--- src/rtl/instr_stream_writer_pkg.sv ---
// MIPS op codes, opcode/funct values and field packers shared with the control decoder.
// Pure definitions: no logic, no timing.
package instr_stream_writer_pkg;

  typedef enum logic [3:0] {
    OP_ADD = 4'd0,
    OP_SUB = 4'd1,
    OP_XOR = 4'd2,
    OP_JR  = 4'd3,
    OP_ORI = 4'd4,
    OP_LUI = 4'd5,
    OP_LW  = 4'd6,
    OP_SW  = 4'd7,
    OP_BEQ = 4'd8,
    OP_J   = 4'd9,
    OP_JAL = 4'd10
  } op_e;

  typedef enum logic [1:0] {
    ST_IDLE  = 2'd0,
    ST_RUN   = 2'd1,
    ST_DRAIN = 2'd2,
    ST_DONE  = 2'd3
  } state_e;

  localparam logic [5:0] OPC_RTYPE = 6'h00;
  localparam logic [5:0] OPC_J     = 6'h02;
  localparam logic [5:0] OPC_JAL   = 6'h03;
  localparam logic [5:0] OPC_BEQ   = 6'h04;
  localparam logic [5:0] OPC_ORI   = 6'h0d;
  localparam logic [5:0] OPC_LUI   = 6'h0f;
  localparam logic [5:0] OPC_LW    = 6'h23;
  localparam logic [5:0] OPC_SW    = 6'h2b;

  localparam logic [5:0] FN_ADD = 6'h20;
  localparam logic [5:0] FN_SUB = 6'h22;
  localparam logic [5:0] FN_XOR = 6'h26;
  localparam logic [5:0] FN_JR  = 6'h08;

  localparam int unsigned WORD_CNT_W = 11;

  function automatic logic [31:0] enc_r(input logic [4:0] rs, input logic [4:0] rt,
                                        input logic [4:0] rd, input logic [5:0] funct);
    return {OPC_RTYPE, rs, rt, rd, 5'h00, funct};
  endfunction

  function automatic logic [31:0] enc_i(input logic [5:0] opc, input logic [4:0] rs,
                                        input logic [4:0] rt, input logic [15:0] imm16);
    return {opc, rs, rt, imm16};
  endfunction

endpackage

--- src/rtl/instr_stream_writer_if.sv ---
// Request stream (in_*) and instruction-memory write port (im_*) bundle.
// master = test controller / memory side, slave = the writer.
interface instr_stream_writer_if;
  logic        in_valid;
  logic        in_ready;
  logic [3:0]  in_op;
  logic [4:0]  in_rs;
  logic [4:0]  in_rt;
  logic [4:0]  in_rd;
  logic [25:0] in_imm;
  logic        im_we;
  logic        im_ready;
  logic [31:0] im_addr;
  logic [31:0] im_wdata;

  modport master (
    output in_valid, in_op, in_rs, in_rt, in_rd, in_imm, im_ready,
    input  in_ready, im_we, im_addr, im_wdata
  );

  modport slave (
    input  in_valid, in_op, in_rs, in_rt, in_rd, in_imm, im_ready,
    output in_ready, im_we, im_addr, im_wdata
  );
endinterface

--- src/rtl/instr_stream_writer_encode.sv ---
// Combinational op + fields -> 32-bit MIPS word; ops 11-15 flag illegal with a zero word.
// Zero latency, no backpressure.
module instr_stream_writer_encode
  import instr_stream_writer_pkg::*;
(
  input  logic [3:0]  op,
  input  logic [4:0]  rs,
  input  logic [4:0]  rt,
  input  logic [4:0]  rd,
  input  logic [25:0] imm,
  output logic [31:0] word,
  output logic        illegal
);

  always_comb begin
    word    = '0;
    illegal = 1'b0;
    case (op)
      OP_ADD:  word = enc_r(rs, rt, rd, FN_ADD);
      OP_SUB:  word = enc_r(rs, rt, rd, FN_SUB);
      OP_XOR:  word = enc_r(rs, rt, rd, FN_XOR);
      OP_JR:   word = {OPC_RTYPE, rs, 15'h0000, FN_JR};
      OP_ORI:  word = enc_i(OPC_ORI, rs, rt, imm[15:0]);
      OP_LUI:  word = enc_i(OPC_LUI, 5'h00, rt, imm[15:0]);
      OP_LW:   word = enc_i(OPC_LW, rs, rt, imm[15:0]);
      OP_SW:   word = enc_i(OPC_SW, rs, rt, imm[15:0]);
      OP_BEQ:  word = enc_i(OPC_BEQ, rs, rt, imm[15:0]);
      OP_J:    word = {OPC_J, imm};
      OP_JAL:  word = {OPC_JAL, imm};
      default: illegal = 1'b1;
    endcase
  end

endmodule

--- src/rtl/instr_stream_writer.sv ---
// Encodes op requests and writes them sequentially into IM from BASE_ADDR upward.
// One-cycle accept->im_we latency; output register stalls on !im_ready, which drops in_ready.
module instr_stream_writer
  import instr_stream_writer_pkg::*;
#(
  parameter int unsigned DEPTH     = 1024,
  parameter logic [31:0] BASE_ADDR = 32'h0000_3000
) (
  input  logic                  clk,
  input  logic                  reset,
  input  logic                  start,
  input  logic                  finish,
  instr_stream_writer_if.slave  bus,
  output logic [WORD_CNT_W-1:0] word_cnt,
  output logic                  done,
  output logic                  err_illegal
);

  localparam logic [WORD_CNT_W:0] DEPTH_W = (WORD_CNT_W+1)'(DEPTH);

  state_e                state_q, state_d;
  logic                  im_we_q, im_we_d;
  logic [31:0]           wdata_q, wdata_d;
  logic [31:0]           addr_q, addr_d;
  logic [WORD_CNT_W-1:0] word_cnt_q, word_cnt_d;
  logic                  err_q, err_d;

  logic [31:0]           enc_word;
  logic                  enc_illegal;
  logic [WORD_CNT_W:0]   issued, issued_d;
  logic                  in_ready_w;
  logic                  accept;
  logic                  commit;

  instr_stream_writer_encode u_encode (
    .op      (bus.in_op),
    .rs      (bus.in_rs),
    .rt      (bus.in_rt),
    .rd      (bus.in_rd),
    .imm     (bus.in_imm),
    .word    (enc_word),
    .illegal (enc_illegal)
  );

  // issued = committed words plus the one sitting in the output register
  assign issued     = {1'b0, word_cnt_q} + {{WORD_CNT_W{1'b0}}, im_we_q};
  assign commit     = im_we_q & bus.im_ready;
  assign in_ready_w = (state_q == ST_RUN) && (issued < DEPTH_W) && (!im_we_q || bus.im_ready);
  assign accept     = bus.in_valid & in_ready_w;

  always_comb begin
    im_we_d    = im_we_q;
    wdata_d    = wdata_q;
    addr_d     = addr_q;
    word_cnt_d = word_cnt_q;
    err_d      = accept & enc_illegal;

    if (commit && ({1'b0, word_cnt_q} < DEPTH_W)) begin
      word_cnt_d = word_cnt_q + 1'b1;
      addr_d     = addr_q + 32'd4;
    end

    // a legal accept reloads the register even on the commit cycle: no bubble
    if (accept && !enc_illegal) begin
      im_we_d = 1'b1;
      wdata_d = enc_word;
    end else if (commit) begin
      im_we_d = 1'b0;
    end

    issued_d = {1'b0, word_cnt_d} + {{WORD_CNT_W{1'b0}}, im_we_d};
  end

  always_comb begin
    state_d = state_q;
    case (state_q)
      ST_IDLE:  if (start) state_d = ST_RUN;
      ST_RUN:   if (finish || (issued_d == DEPTH_W)) state_d = ST_DRAIN;
      ST_DRAIN: if (!im_we_q) state_d = ST_DONE;
      ST_DONE:  state_d = ST_DONE;
      default:  state_d = ST_IDLE;
    endcase
  end

  always_ff @(posedge clk) begin
    if (reset) begin
      state_q    <= ST_IDLE;
      im_we_q    <= 1'b0;
      wdata_q    <= '0;
      addr_q     <= BASE_ADDR;
      word_cnt_q <= '0;
      err_q      <= 1'b0;
    end else begin
      state_q    <= state_d;
      im_we_q    <= im_we_d;
      wdata_q    <= wdata_d;
      addr_q     <= addr_d;
      word_cnt_q <= word_cnt_d;
      err_q      <= err_d;
    end
  end

  assign bus.in_ready = in_ready_w;
  assign bus.im_we    = im_we_q;
  assign bus.im_wdata = wdata_q;
  assign bus.im_addr  = addr_q;
  assign word_cnt     = word_cnt_q;
  assign done         = (state_q == ST_DONE);
  assign err_illegal  = err_q;

endmodule
--- src/flat_wrapper.sv ---
// flat-port wrapper written by rule: the top's interface ports become plain ports
module instr_stream_writer_flat import instr_stream_writer_pkg::*;
#(
  parameter int unsigned DEPTH     = 1024,
  parameter logic [31:0] BASE_ADDR = 32'h0000_3000
)
  (clk, reset, start, finish, word_cnt, done, err_illegal, bus_in_valid, bus_in_op, bus_in_rs, bus_in_rt, bus_in_rd, bus_in_imm, bus_im_ready, bus_in_ready, bus_im_we, bus_im_addr, bus_im_wdata);
  instr_stream_writer_if bus_i ();
  input  logic clk;
  input  logic reset;
  input  logic start;
  input  logic finish;
  output logic [WORD_CNT_W-1:0] word_cnt;
  output logic done;
  output logic err_illegal;
  input wire logic [$bits(bus_i.in_valid)-1:0] bus_in_valid;
  input wire logic [$bits(bus_i.in_op)-1:0] bus_in_op;
  input wire logic [$bits(bus_i.in_rs)-1:0] bus_in_rs;
  input wire logic [$bits(bus_i.in_rt)-1:0] bus_in_rt;
  input wire logic [$bits(bus_i.in_rd)-1:0] bus_in_rd;
  input wire logic [$bits(bus_i.in_imm)-1:0] bus_in_imm;
  input wire logic [$bits(bus_i.im_ready)-1:0] bus_im_ready;
  output wire logic [$bits(bus_i.in_ready)-1:0] bus_in_ready;
  output wire logic [$bits(bus_i.im_we)-1:0] bus_im_we;
  output wire logic [$bits(bus_i.im_addr)-1:0] bus_im_addr;
  output wire logic [$bits(bus_i.im_wdata)-1:0] bus_im_wdata;
  assign bus_i.in_valid = bus_in_valid;
  assign bus_i.in_op = bus_in_op;
  assign bus_i.in_rs = bus_in_rs;
  assign bus_i.in_rt = bus_in_rt;
  assign bus_i.in_rd = bus_in_rd;
  assign bus_i.in_imm = bus_in_imm;
  assign bus_i.im_ready = bus_im_ready;
  assign bus_in_ready = bus_i.in_ready;
  assign bus_im_we = bus_i.im_we;
  assign bus_im_addr = bus_i.im_addr;
  assign bus_im_wdata = bus_i.im_wdata;
  instr_stream_writer #(.DEPTH(DEPTH), .BASE_ADDR(BASE_ADDR)) u_core (.clk(clk), .reset(reset), .start(start), .finish(finish), .bus(bus_i), .word_cnt(word_cnt), .done(done), .err_illegal(err_illegal));
endmodule
--- config.mk ---
export PLATFORM = sky130hd
export DESIGN_NAME = instr_stream_writer_flat
export DESIGN_NICKNAME = d
export VERILOG_FILES = /design/src/rtl/instr_stream_writer_pkg.sv /design/src/rtl/instr_stream_writer_if.sv /design/src/rtl/instr_stream_writer_encode.sv /design/src/rtl/instr_stream_writer.sv /design/src/flat_wrapper.sv
export SDC_FILE = /design/constraint.sdc
export NUM_CORES = 1
export LEC_CHECK = 0
export ABC_AREA = 1
export CAP_MARGIN = 10
export CORE_ASPECT_RATIO = 2
export CORE_MARGIN = 4
export CORE_UTILIZATION = 51
export CTS_BUF_LIST = sky130_fd_sc_hd__clkbuf_4 sky130_fd_sc_hd__clkbuf_8
export CTS_CLUSTER_DIAMETER = 200
export DETAILED_ROUTE_END_ITERATION = 10
export PLACE_DENSITY_LB_ADDON = 0.3
export SLEW_MARGIN = 20
export SYNTH_ARGS = -nofsm -noshare
export SYNTH_HDL_FRONTEND = slang
export SYNTH_SLANG_ARGS = --single-unit
--- constraint.sdc ---
create_clock -name clk -period 9.01 [get_ports clk]
set_input_delay 1.802 -clock clk [delete_from_list [all_inputs] [get_ports clk]]
set_output_delay 1.802 -clock clk [all_outputs]
set_load 0.05 [all_outputs]
==> results of run 1 <==
==> per-stage QoR <==
stage	total power [W]	setup slack [ns]	hold slack [ns]
finish	0.0007688	3.594	0.4665
detailed placement	0.0004769	3.624	0.4573
floorplan	0.0004282	4.542	0.4521
CTS	0.0007733	3.619	0.4681
global route	0.0007982	3.550	0.4915
global placement	0.0004745	3.679	0.4527
==> layer usage <==
metal / global-route usage / vias to the layer above
met3: 0.06565 / 27
li1: - / 2094
met4: 0.1109 / 0
met2: 0.4758 / 144
met1: 0.2274 / 1915
met5: 0 / -
==> registers in the layout (all words and copies together) (netlist names) <==
| register | cells |
|---|---|
| u_core.bus.im_addr | 30 |
| u_core.bus.im_wdata | 31 |
| u_core.bus.im_we | 1 |
| u_core.err_illegal | 1 |
| u_core.state_q | 2 |
| u_core.word_cnt | 11 |
==> power groups by stage <==
stage          Clock [W]  Sequential (W)  Combinational [W]
2_1_floorplan          0        0.000384          0.0000443
3_3_place_gp           0        0.000357           0.000117
3_5_place_dp           0        0.000358           0.000119
4_1_cts         0.000304        0.000350           0.000120
5_1_grt         0.000319        0.000351           0.000129
6_report        0.000299        0.000350           0.000119
==> cells by family (layout without fill, tap and decap cells) <==
group                      after synthesis  count (layout)  share of synthesized area
DFF                                     76              76                     0.3896
buffers and inverters                  105             228                     0.1061
xor gates and xnor gates                12              12                    0.02691
and+or+nand+nor                        261             261                     0.3086
other                                    1               3                  0.0009603
adders and majority gates                4               4                    0.01282
AOI/OAI and AO/OA                      114             114                     0.1551
==> final timing paths <==
kind,startpoint,endpoint,slack [ns],depth (start not counted)
worst max-delay path,bus_im_ready,bus_in_ready,3.59,4
worst min register to register,u_core.bus.im_wdata[29]$_SDFFE_PP0P_,u_core.bus.im_wdata[29]$_SDFFE_PP0P_,0.47,2
worst min-delay path,u_core.bus.im_wdata[29]$_SDFFE_PP0P_,u_core.bus.im_wdata[29]$_SDFFE_PP0P_,0.47,2
worst max register to register,u_core.word_cnt[2]$_SDFF_PP0_,u_core.state_q[1]$_SDFFE_PP0P_,5.72,19
==> final cells by class <==
| cell class | instances | area (sq um) | area share |
|---|---|---|---|
| repair buffers | 128 | 1276 | 0.2346 |
| flip-flops and latches | 76 | 1521 | 0.2797 |
| clock buffers | 12 | 165.2 | 0.03036 |
| multi-input cells | 394 | 1977 | 0.3634 |
| well taps | 92 | 115.1 | 0.02116 |
| inverters | 84 | 315.3 | 0.05796 |
| clock inverters | 4 | 70.07 | 0.01288 |
==> worst reg2reg max path, delay by kind of cell (launching register included) <==
kind,cells,cell delay [ns]
simple gates,15,1.87
fa+ha+maj,2,0.50
compound gates,2,0.44
flops,1,0.40
==> cell usage in the layout, fill, tap and decap left out, drive strengths merged, types with 3 or more instances in the layout <==
cell	synthesis	routed
nand2	105	105
nand3	40	40
clkbuf	15	12
ha	4	4
inv	84	84
nor2	82	82
conb	1	3
nand4	11	11
a31oi	5	5
o21ai	40	40
xor2	11	11
nor4	5	5
a21oi	59	59
a22oi	6	6
dfxtp	76	76
clkdlybuf4s50	0	126
nor3	15	15
==> flow_summary.ini, run 1 <==
[placed_design]
dp_hpwl_mm = 8.651
place_inst = 774
place_area_sq_um = 5205
place.gp.congestion = 0.9406
numPortBuffers = 126

[sta]
setup_violations = 0
final.period_utilization = 0.6011
skew_ns = 0.003321
maxSlewHeadroom = 0.3740
drv_slew = 0
worst_pin_slew_ns = 0.9380
rsz0062_at_grt = no
fmax_mhz = 184.6
min_period_ns = 5.416
hold_viol = 0
finalSetupTns_ns = 0

[critical_path]
path_delay_family = buffers and inverters
slowest_stage = clkdlybuf4s50_1
cp-start-kind = input pin
critPathKind = in2out
max_stage_delay_ns = 0.87
path_common_cell = clkdlybuf4s50_1
crit_fanout = 4
cp_cell_sequence = clkdlybuf4s50_1 -> nor2_1 -> nor3_2 -> clkdlybuf4s50_1
path_buf_inv = 2
cp.required_ns = 7.21
worstPathArrival_ns = 3.61
cp-end-kind = output pin

[global_route]
grt_pass1_wl_mm = 18.42
antenna_found_initial = 0
grtUsageTotal = 0.2444
grt_overflow_total = 0
grt_max_degree = 52
grt_pass1_vias = 4131

[die]
initial_utilization = 0.5293
die-area_sq_um = 9206
die_h_um = 131.8
core-area_sq_um = 7377
fp-row-count = 44
fp.dieW_um = 69.88
io_pins = 130

[route]
detail_route.wl_per_cell_um = 14.20
met3_length_um = 686
vias = 4180
wl_mm = 11.22
drt_iter0_markers = 223
route.met2.wl_mm = 6.351
drt_pass1_iterations = 4
drc = 0
ant_nets = 0
routed_via_density = 5.291
maxUsedRoutingLayer = met4
wirelength_met1_mm = 3.853

[yosys]
synth_cell_types = 36
synth_area_leaders = dfxtp_1 39%, nand2_1 9.6%, inv_1 7.8%, a21oi_1 7.6%, nor2_1 6.8%
ys.flop_type = dfxtp_1
ys_seq_area_frac = 0.3896
netlist.area_leader.share = 0.3896
async_reset_ff_frac = 0
ys_ff_latch = 76
synth_most_common_cell = nand2_1
yosys_warnings = 0
synthCells = 573
syn_area_sq_um = 3905
synth_edf_count = 0
synth_top_area_cell = dfxtp_1
synthTopCellsByCount = 100 x nand2_1, 81 x inv_1, 76 x dfxtp_1
syn-mean-instance-area_sq_um = 6.815

[finish]
fin_area_sq_um = 5440
num_antenna_cells = 0
syn_to_final_growth_pct = 39.31
final_util = 0.7374
layoutNonFillerInstCount = 790
fillCellCount = 619
drive_gt1_frac = 0.07020
fin_nets = 748

[clocking]
htree_levels = 3
insertion_delay_ns = 0.35
cts_num_sinks = 76
post_cts_buffers = 0
cts_tree = yes
cts_hold_buf = 0
cts_resized = 0
cts_buffers = 9
clock_path_buffers = 2
clk_pin_slew_ns = 0.07
ctsRootBufferMaster = clkbuf_8

[power]
power_frac_comb = 0.155
p_leak_nw = 2.138
swShare = 0.2602
internal_power_w = 0.0005688
p_seq_frac = 0.455
switchingPower_w = 0.0002001
powerDensity_nw_per_um2 = 141.3
clkPwrFrac = 0.389
peakVddDrop_mv = 0.1057

[outcome]
status = complete, no violations

[run]
drv_cap = 0

[min_path]
hold_path_class = reg2reg
Power figures use the tool's default switching activity.
==> run 2: changes to the inputs <==
--- a/config.mk
+++ b/config.mk
@@ -9,7 +9,7 @@
 export CAP_MARGIN = 10
 export CORE_ASPECT_RATIO = 2
 export CORE_MARGIN = 4
-export CORE_UTILIZATION = 51
+export CORE_UTILIZATION = 48
 export CTS_BUF_LIST = sky130_fd_sc_hd__clkbuf_4 sky130_fd_sc_hd__clkbuf_8
 export CTS_CLUSTER_DIAMETER = 200
 export DETAILED_ROUTE_END_ITERATION = 10
==> constraint.sdc (replaced) <==
create_clock -name clk -period 5.4 [get_ports clk]
set_input_delay 1.08 -clock clk [delete_from_list [all_inputs] [get_ports clk]]
set_output_delay 1.08 -clock clk [all_outputs]
set_load 0.05 [all_outputs]
==> run 2 against run 1 <==
Net effect: worst hold slack gained 0.0047 ns; combinational power grew 68%; register-to-register slack lost 3.6 ns; sequential share of layout area grew 0.27 points; core utilization shrank 5.9 points; cell count grew 0.51%; total power grew 54%; flip-flop and latch count is the same; via count is essentially flat; wire length grew 4.2%; non-clock buffer count is the same; die area grew 5.7%.
==> flow_summary.ini, run 2 (synthesis results as in run 1) <==
[outcome]
status = complete, no violations

[placed_design]
place.gp.congestion = 0.9432
numPortBuffers = 126
dp_hpwl_mm = 9.226
place_area_sq_um = 5210
pre_cts_slack_ns = 1.343

[route]
drt_pass1_iterations = 5
vias = 4183
drc = 0
detail_route.wl_per_cell_um = 14.72
ant_nets = 0
routed_via_density = 5.268
drt_iter0_markers = 274
wl_mm = 11.69

[min_path]
hold_depth = 2
hp-start = u_core.bus.im_wdata[9]$_SDFFE_PP0P_
hold_path_class = reg2reg
min_to = u_core.bus.im_wdata[9]$_SDFFE_PP0P_

[critical_path]
reg2reg_slack_ns = 2.11
worstPathArrival_ns = 2.85
path_common_cell = clkdlybuf4s50_1
critPathKind = in2out
crit_fanout = 4
cp-end-kind = output pin
path_delay_family = buffers and inverters
timing.rr.start = u_core.word_cnt[2]$_SDFF_PP0_
path_buf_inv = 2
max_stage_delay_ns = 0.85
slowest_stage = clkdlybuf4s50_1
rr_endpoint = u_core.state_q[0]$_SDFFE_PP0P_
cp-start-kind = input pin
cp_cell_sequence = clkdlybuf4s50_1 -> nor2_1 -> nor3_2 -> clkdlybuf4s50_1
cp.required_ns = 4.32
reg2reg_depth = 20

[sta]
maxSlewHeadroom = 0.3738
setup_violations = 0
hold_viol = 0
min_period_ns = 3.932
setup_slack_ns = 1.468
finalSetupTns_ns = 0
rsz0062_at_grt = no
drv_slew = 0
fmax_mhz = 254.3
skew_ns = 0.009962
final.period_utilization = 0.7282
worst_pin_slew_ns = 0.9382

[power]
power_frac_comb = 0.169
powerDensity_nw_per_um2 = 219.2
switchingPower_w = 0.0003404
clkPwrFrac = 0.336
internal_power_w = 0.0008407
peakVddDrop_mv = 0.1665
p_seq_frac = 0.494
p_leak_nw = 2.105
swShare = 0.2882

[finish]
num_antenna_cells = 0
final_util = 0.6783
final_common_cell = clkdlybuf4s50_1
drive_gt1_frac = 0.07020
syn_to_final_growth_pct = 37.97
largest_reg_flops = 31
fin_nets = 748
layout_common_cells = 126 x clkdlybuf4s50_1, 100 x nand2_1, 81 x inv_1
fin_area_sq_um = 5388

[clocking]
htree_levels = 3
cts_hold_buf = 0
clock_path_buffers = 2
post_cts_buffers = 0
ctsRootBufferMaster = clkbuf_8
insertion_delay_ns = 0.35
cts_resized = 0
cts_num_sinks = 76
clk_pin_slew_ns = 0.08
cts_buffers = 9
cts_tree = yes

[die]
core-area_sq_um = 7943
fp-row-count = 46
die-area_sq_um = 9730
fp.dieW_um = 71.78
initial_utilization = 0.4917
die_h_um = 135.6
io_pins = 130

[global_route]
grt_max_degree = 43
grtUsageTotal = 0.2475
grt_pass1_wl_mm = 19.12
grt_overflow_total = 0
antenna_found_initial = 0
grt_pass1_vias = 4293

[run]
drv_cap = 0
[run 2: how the worst max path moves through the flow]
stage,startpoint,end,cells past startpoint
floorplan,bus_im_ready,u_core.state_q[0]$_SDFFE_PP0P_,20
global placement,bus_im_ready,u_core.state_q[0]$_SDFFE_PP0P_,20
detailed placement,bus_im_ready,u_core.state_q[0]$_SDFFE_PP0P_,20
CTS,bus_im_ready,bus_in_ready,4
global route,bus_im_ready,u_core.state_q[0]$_SDFFE_PP0P_,20
finish,bus_im_ready,bus_in_ready,4
[run 2: cell type report]
type                    count  area (sq um)
well taps                  96         120.1
repair buffers            128          1276
fillers                   733          2555
multi-input cells         394          1977
clock inverters             4         25.02
inverters                  84         315.3
flip-flops and latches     76          1521
clock buffers              12         152.6
[run 2: metal layers]
metal,GRT usage,share of wire
met4,0.1318,0.044
met5,0,0
met1,0.2364,0.36
met2,0.4759,0.56
met3,0.04903,0.043
[run 2: worst reg2reg max path, cell delays in order, from the launching register on]
cell     delay (ns)
dfxtp_1        0.42
nand2_1        0.14
nor2_2         0.26
nand2_1        0.11
o41ai_1        0.34
nor3_2         0.11
nand3_2        0.23
nand2_1        0.10
ha_1           0.22
ha_1           0.26
or2_2          0.27
nor2_1         0.11
nand2_1        0.06
nor2_1         0.09
nand2_1        0.06
nor2_1         0.08
nand3_1        0.10
nand2_1        0.09
nand3_1        0.06
nand2_1        0.06
inv_1          0.03
[run 2: power by group through the flow]
stage                logic, W  registers [W]  clock network, W
floorplan           0.0000739       0.000641                 0
global placement     0.000197       0.000596                 0
detailed placement   0.000200       0.000597                 0
CTS                  0.000200       0.000584          0.000404
global route         0.000214       0.000586          0.000421
finish               0.000200       0.000584          0.000397
[run 2: metrics by stage]
step / total power (W) / hold WS, ns / cells
finish: 0.001181 / 0.4712 / 794
global route: 0.001222 / 0.4894 / 794
floorplan: 0.0007145 / 0.4521 / 575
detailed placement: 0.0007966 / 0.4600 / 778
global placement: 0.0007930 / 0.4531 / 778
CTS: 0.001189 / 0.4722 / 794
==> run 3: changes to the inputs <==
==> constraint.sdc (replaced) <==
create_clock -name clk -period 3.9 [get_ports clk]
set_input_delay 0.78 -clock clk [delete_from_list [all_inputs] [get_ports clk]]
set_output_delay 0.78 -clock clk [all_outputs]
set_load 0.05 [all_outputs]
==> run 3 against run 2 <==
Net effect: via count grew 1.2%; flip-flop and latch count unchanged; final area up 0.95%; core utilization grew 0.65 points; count of clock-buffer cells in the layout is the same; clock power increased by 57%; worst hold slack worse by 0.0038 ns; total power up 45%; largest power group unchanged; clock skew down 0.0024 ns; cell count grew 0.38%; critical path depth is the same.
==> flow_summary.ini, run 3 (synthesis results as in run 1) <==
[clocking]
clk_pin_slew_ns = 0.08
cts_tree = yes
cts_hold_buf = 0
insertion_delay_ns = 0.35
htree_levels = 3
cts_resized = 0
post_cts_buffers = 0
cts_num_sinks = 76
clock_path_buffers = 2
ctsRootBufferMaster = clkbuf_8
cts_buffers = 9

[global_route]
grtUsageTotal = 0.2472
grt_pass1_wl_mm = 19.14
antenna_found_initial = 0
grt_max_degree = 42
grt_pass1_vias = 4292
grt_overflow_total = 0

[sta]
final.period_utilization = 0.8707
drv_slew = 0
skew_ns = 0.007612
min_period_ns = 3.396
setup_violations = 0
worst_pin_slew_ns = 0.9653
fmax_mhz = 294.5
maxSlewHeadroom = 0.3558
rsz0062_at_grt = no
finalSetupTns_ns = 0
hold_viol = 0

[placed_design]
place_inst = 781
numPortBuffers = 126
dp_hpwl_mm = 9.044
place.gp.congestion = 0.9347

[power]
power_w = 0.001715
peakVddDrop_mv = 0.2339
powerDensity_nw_per_um2 = 315.2
p_leak_nw = 2.136

[critical_path]
path_buf_inv = 2
cp_cell_sequence = clkdlybuf4s50_1 -> nor2_1 -> nor3_2 -> clkdlybuf4s50_1
cp-start-kind = input pin
cp-end-kind = output pin
max_stage_delay_ns = 0.87
cp.required_ns = 3.12
worstPathArrival_ns = 2.62
path_delay_family = buffers and inverters
critPathKind = in2out
path_common_cell = clkdlybuf4s50_1
crit_fanout = 4
slowest_stage = clkdlybuf4s50_1

[finish]
seqCellArea_sq_um = 1521
largest_reg_flops = 31
fin_nets = 751
final_common_cell = clkdlybuf4s50_1
syn_to_final_growth_pct = 39.28
num_antenna_cells = 0
drive_gt1_frac = 0.07418
multi_input_area_sq_um = 1977
fillCellCount = 686
layout_common_cells = 126 x clkdlybuf4s50_1, 100 x nand2_1, 81 x inv_1
layoutNonFillerInstCount = 797

[die]
io_pins = 130
die-area_sq_um = 9730
fp.dieW_um = 71.78
fp-row-count = 46
die_h_um = 135.6
initial_utilization = 0.4917
core-area_sq_um = 7943

[route]
detail_route.wl_per_cell_um = 14.62
routed_via_density = 5.314
drt_iter0_markers = 267
ant_nets = 0
wl_mm = 11.66
drt_pass1_iterations = 5
vias = 4235
drc = 0

[run]
drv_cap = 0

[min_path]
hold_path_class = reg2reg

[outcome]
status = complete, no violations
==> run 3: cell count changes in the layout (fill, tap and decap cells not counted), sizes merged <==
cell      delta
buf          +3
clkinvlp     -1
bufinv       +1
==> run 3: tightest hold or removal path, stage by stage, from the launching register on <==
cell	delay [ns]
dfxtp_1	0.31
nand2_1	0.06
a21oi_1	0.05
==> run 3: final cells by class <==
| type | count | share of cell area |
|---|---|---|
| Sequential cell | 76 | 0.2797 |
| Timing Repair Buffer | 131 | 0.2388 |
| Inverter | 84 | 0.05797 |
| Clock buffer | 12 | 0.02922 |
| Tap cell | 96 | 0.02208 |
| Multi-Input combinational cell | 394 | 0.3635 |
| Clock inverter | 4 | 0.008742 |
==> run 3: metal layers <==
| layer | global-route usage | part of all wire | vias to the layer above |
|---|---|---|---|
| li1 | - | - | 2099 |
| met1 | 0.2355 | 0.35 | 1949 |
| met2 | 0.4728 | 0.56 | 156 |
| met3 | 0.05646 | 0.054 | 31 |
| met4 | 0.1276 | 0.035 | 0 |
| met5 | 0 | 0 | - |
==> run 3: final timing paths <==
| kind | start | endpoint | slack, ns | depth (start not counted) |
|---|---|---|---|---|
| max | bus_im_ready | bus_in_ready | 0.50 | 4 |
| min | u_core.bus.im_wdata[7]$_SDFFE_PP0P_ | u_core.bus.im_wdata[7]$_SDFFE_PP0P_ | 0.47 | 2 |
| max reg2reg | u_core.word_cnt[3]$_SDFF_PP0_ | u_core.state_q[0]$_SDFFE_PP0P_ | 0.79 | 20 |
| min reg2reg | u_core.bus.im_wdata[7]$_SDFFE_PP0P_ | u_core.bus.im_wdata[7]$_SDFFE_PP0P_ | 0.47 | 2 |
==> run 3: power by group <==
part	total (W)	switching, W	internal (W)
combinational	0.000281	0.000172	0.000110
clock	0.000625	0.000289	0.000336
sequential	0.000809	0.0000128	0.000796
==> run 3: through the flow <==
| stage | area, sq um | util | hold slack, ns | worst slack [ns] |
|---|---|---|---|---|
| after floorplan | 3913 | - | 0.4521 | 0.4541 |
| after global placement | 5233 | 0.6588 | 0.4521 | 0.4836 |
| after detailed placement | 5233 | 0.6588 | 0.4576 | 0.4236 |
| after CTS | 5439 | 0.6848 | 0.4676 | 0.5339 |
| after global routing | 5439 | 0.6848 | 0.4878 | 0.4494 |
| final | 5439 | 0.6848 | 0.4674 | 0.5041 |
==> RTL change (settings of run 2) <==
The package constant `WORD_CNT_W` goes from 11 to 22.
--- a/src/rtl/instr_stream_writer_pkg.sv
+++ b/src/rtl/instr_stream_writer_pkg.sv
@@ -38,5 +38,5 @@
   localparam logic [5:0] FN_JR  = 6'h08;
 
-  localparam int unsigned WORD_CNT_W = 11;
+  localparam int unsigned WORD_CNT_W = 22;
 
   function automatic logic [31:0] enc_r(input logic [4:0] rs, input logic [4:0] rt,
Interface: changed (resized word_cnt); port bits go from 130 to 141. No check against the original RTL was run, so the function may have changed too.
==> RTL change against run 2 <==
- total power increased by 19%
- sequential cell count is 11 higher
- worst setup slack worse by 0.80 ns
- cell area up 35%
- worst hold slack got worse by 0.021 ns
- area after synthesis up 46%
- clock power rose by 16%
- sequential share of layout area decreased by 4.4 points
- routed wire length up 56%
- critical endpoint unchanged
- highest routed layer unchanged
==> RTL change: results (changes against run 2) <==
| Metric | Value |
|---|---|
| Antenna diodes | 0 (unchanged) |
| Crit path max fanout | 4 (unchanged) |
| Pre-CTS setup slack | 0.694 ns (-0.649 ns) |
| # Post-CTS Setup Buffers | 0 (unchanged) |
| Top sig layer | met4 |
| Placer Congestion | 1.01 (+7.4%) |
| Post-synthesis average cell area | 6.58 sq um (-3.5%) |
| Synth Warn # | 0 (unchanged) |
| 1st-pass router iterations | 6 (+1) |
| Max reg flops | 31 (unchanged) |
| Arr. time, crit path | 3.66 ns (+0.81 ns) |
| Pwr per Cell Area | 193 mW/mm^2 (-12%) |
| Clock skew | 0.0177 ns (+0.00778 ns) |
| CTS H-tree lvls | 3 (unchanged) |
| Detail Placement HPWL | 14600 microns (+58%) |
| Inst Count DP | 1128 (+45%) |
| Worst vdd ir | 0.184 mV (+10%) |
| Fin nets | 1049 (+40%) |
| Fraction of registers with async set/reset | 0% (unchanged) |
| Max_slew headroom | 29.3% (-8.0 points) |
| Worst-path clk slew | approximately 0.090 ns |
| Initial antenna violation count | 0 (unchanged) |
| Port bufs | 137 (+8.7%) |
| CTS Buf Count | 9 (unchanged) |
| Fraction of layout cells with a size suffix above 1 | 9.31% (+2.3 points) |
| Root buf cell | clkbuf_8 |
| Largest net degree at the start of global routing | 64 (+49%) |
| DRT iter0 DRCs | 280 (+2.2%) |
| Clk_lat worst skew | 0.38 ns (+0.03 ns) |
| Hold WC Path Type | flip-flop to flip-flop |
| Post-DP Area | 0.00710 sq mm (+36%) |
| Final WL | 18300 microns (+56%) |
| # setup viols final | 0 (unchanged) |
| Post_cts resized | 0 (unchanged) |
| Filler instances | 1146 (+56%) |
| CTS Buffer Depth | 2 (unchanged) |
| Endpoints failing hold | 0 (unchanged) |
| Post-synth top cells | nand2_1, inv_1, nor2_1 |
| GRT Overall Usage | 26.4% (+1.6 points) |
| WL met1 | 5990 microns (+44%) |
| Number of library cell types mapped by synthesis | 49 (+36%) |
| WL met3 | 1020 microns (+100%) |
| Status | finished, final reports clean |
| Via/cell ratio | 5.37 (+1.9%) |
| Synth area leaders | dfxtp_1, nand2_1, inv_1, nor2_1, a211oi_2 |
| Met2 routed WL | 9870 microns (+52%) |
| Global-route wire length before repair | 28800 microns (+51%) |
| Drt wl/cell | 16.0 microns (+8.4%) |
| Lkg Pwr | 2.90 nW (+38%) |
| Vias in the first global route | 6050 (+41%) |
| Post-synthesis sequential area ratio | 30.6% (-8.4 points) |
==> RTL change: layer usage <==
layer,vias up,global-route usage [%]
met5,-,0
li1,3059,-
met4,0,19.6
met3,73,5.43
met1,2791,23.5
met2,219,50.0
==> RTL change: worst paths after layout <==
check | start | endpoint | slack [ns] | cells after the start
min | u_core.bus.im_wdata[3] | u_core.bus.im_wdata[3] | 0.45 | 2
max | bus_im_ready | bus_in_ready | 0.66 | 10
min reg2reg | u_core.bus.im_wdata[3] | u_core.bus.im_wdata[3] | 0.45 | 2
max reg2reg | u_core.word_cnt[0] | u_core.state_q[1] | 1.34 | 24
==> RTL change: where the power goes <==
part           leakage (nW)  total (mW)  internal, mW  switching (mW)
Sequential            0.704       0.673         0.660          0.0132
Combinational          2.10       0.273         0.104           0.168
Clock                0.0959       0.460         0.181           0.279
==> RTL change: critical path, stage by stage <==
cell and delay, ns:
clkdlybuf4s50_1 0.49, inv_1 0.06, nand2_1 0.13, nand2_1 0.07, a21oi_1 0.10, o21ai_0 0.09
a21oi_1 0.12, o2111ai_1 0.19, nor4b_1 0.41, clkdlybuf4s50_1 0.92
==> RTL change: area by class of cell <==
class	count	share of cell area (%)
sequential	87	23.9
tap	145	2.49
inverter	146	7.53
multi-input combinational	611	44.5
clock buffer	9	1.70
clock inverter	7	0.960
timing repair buffer	139	18.9
==> RTL change: cell families (layout without fill, tap and decap cells) <==
group,count (synthesis),after routing,share of synthesized area (%)
XOR/XNOR,15,15,2.31
flip-flops,87,87,30.6
AO/OA/AOI/OAI,112,112,14.1
buffers and inverters,170,301,12.5
other,1,3,0.0658
adder cells (fa/ha/maj),4,4,0.879
AND/OR/NAND/NOR,477,477,39.5
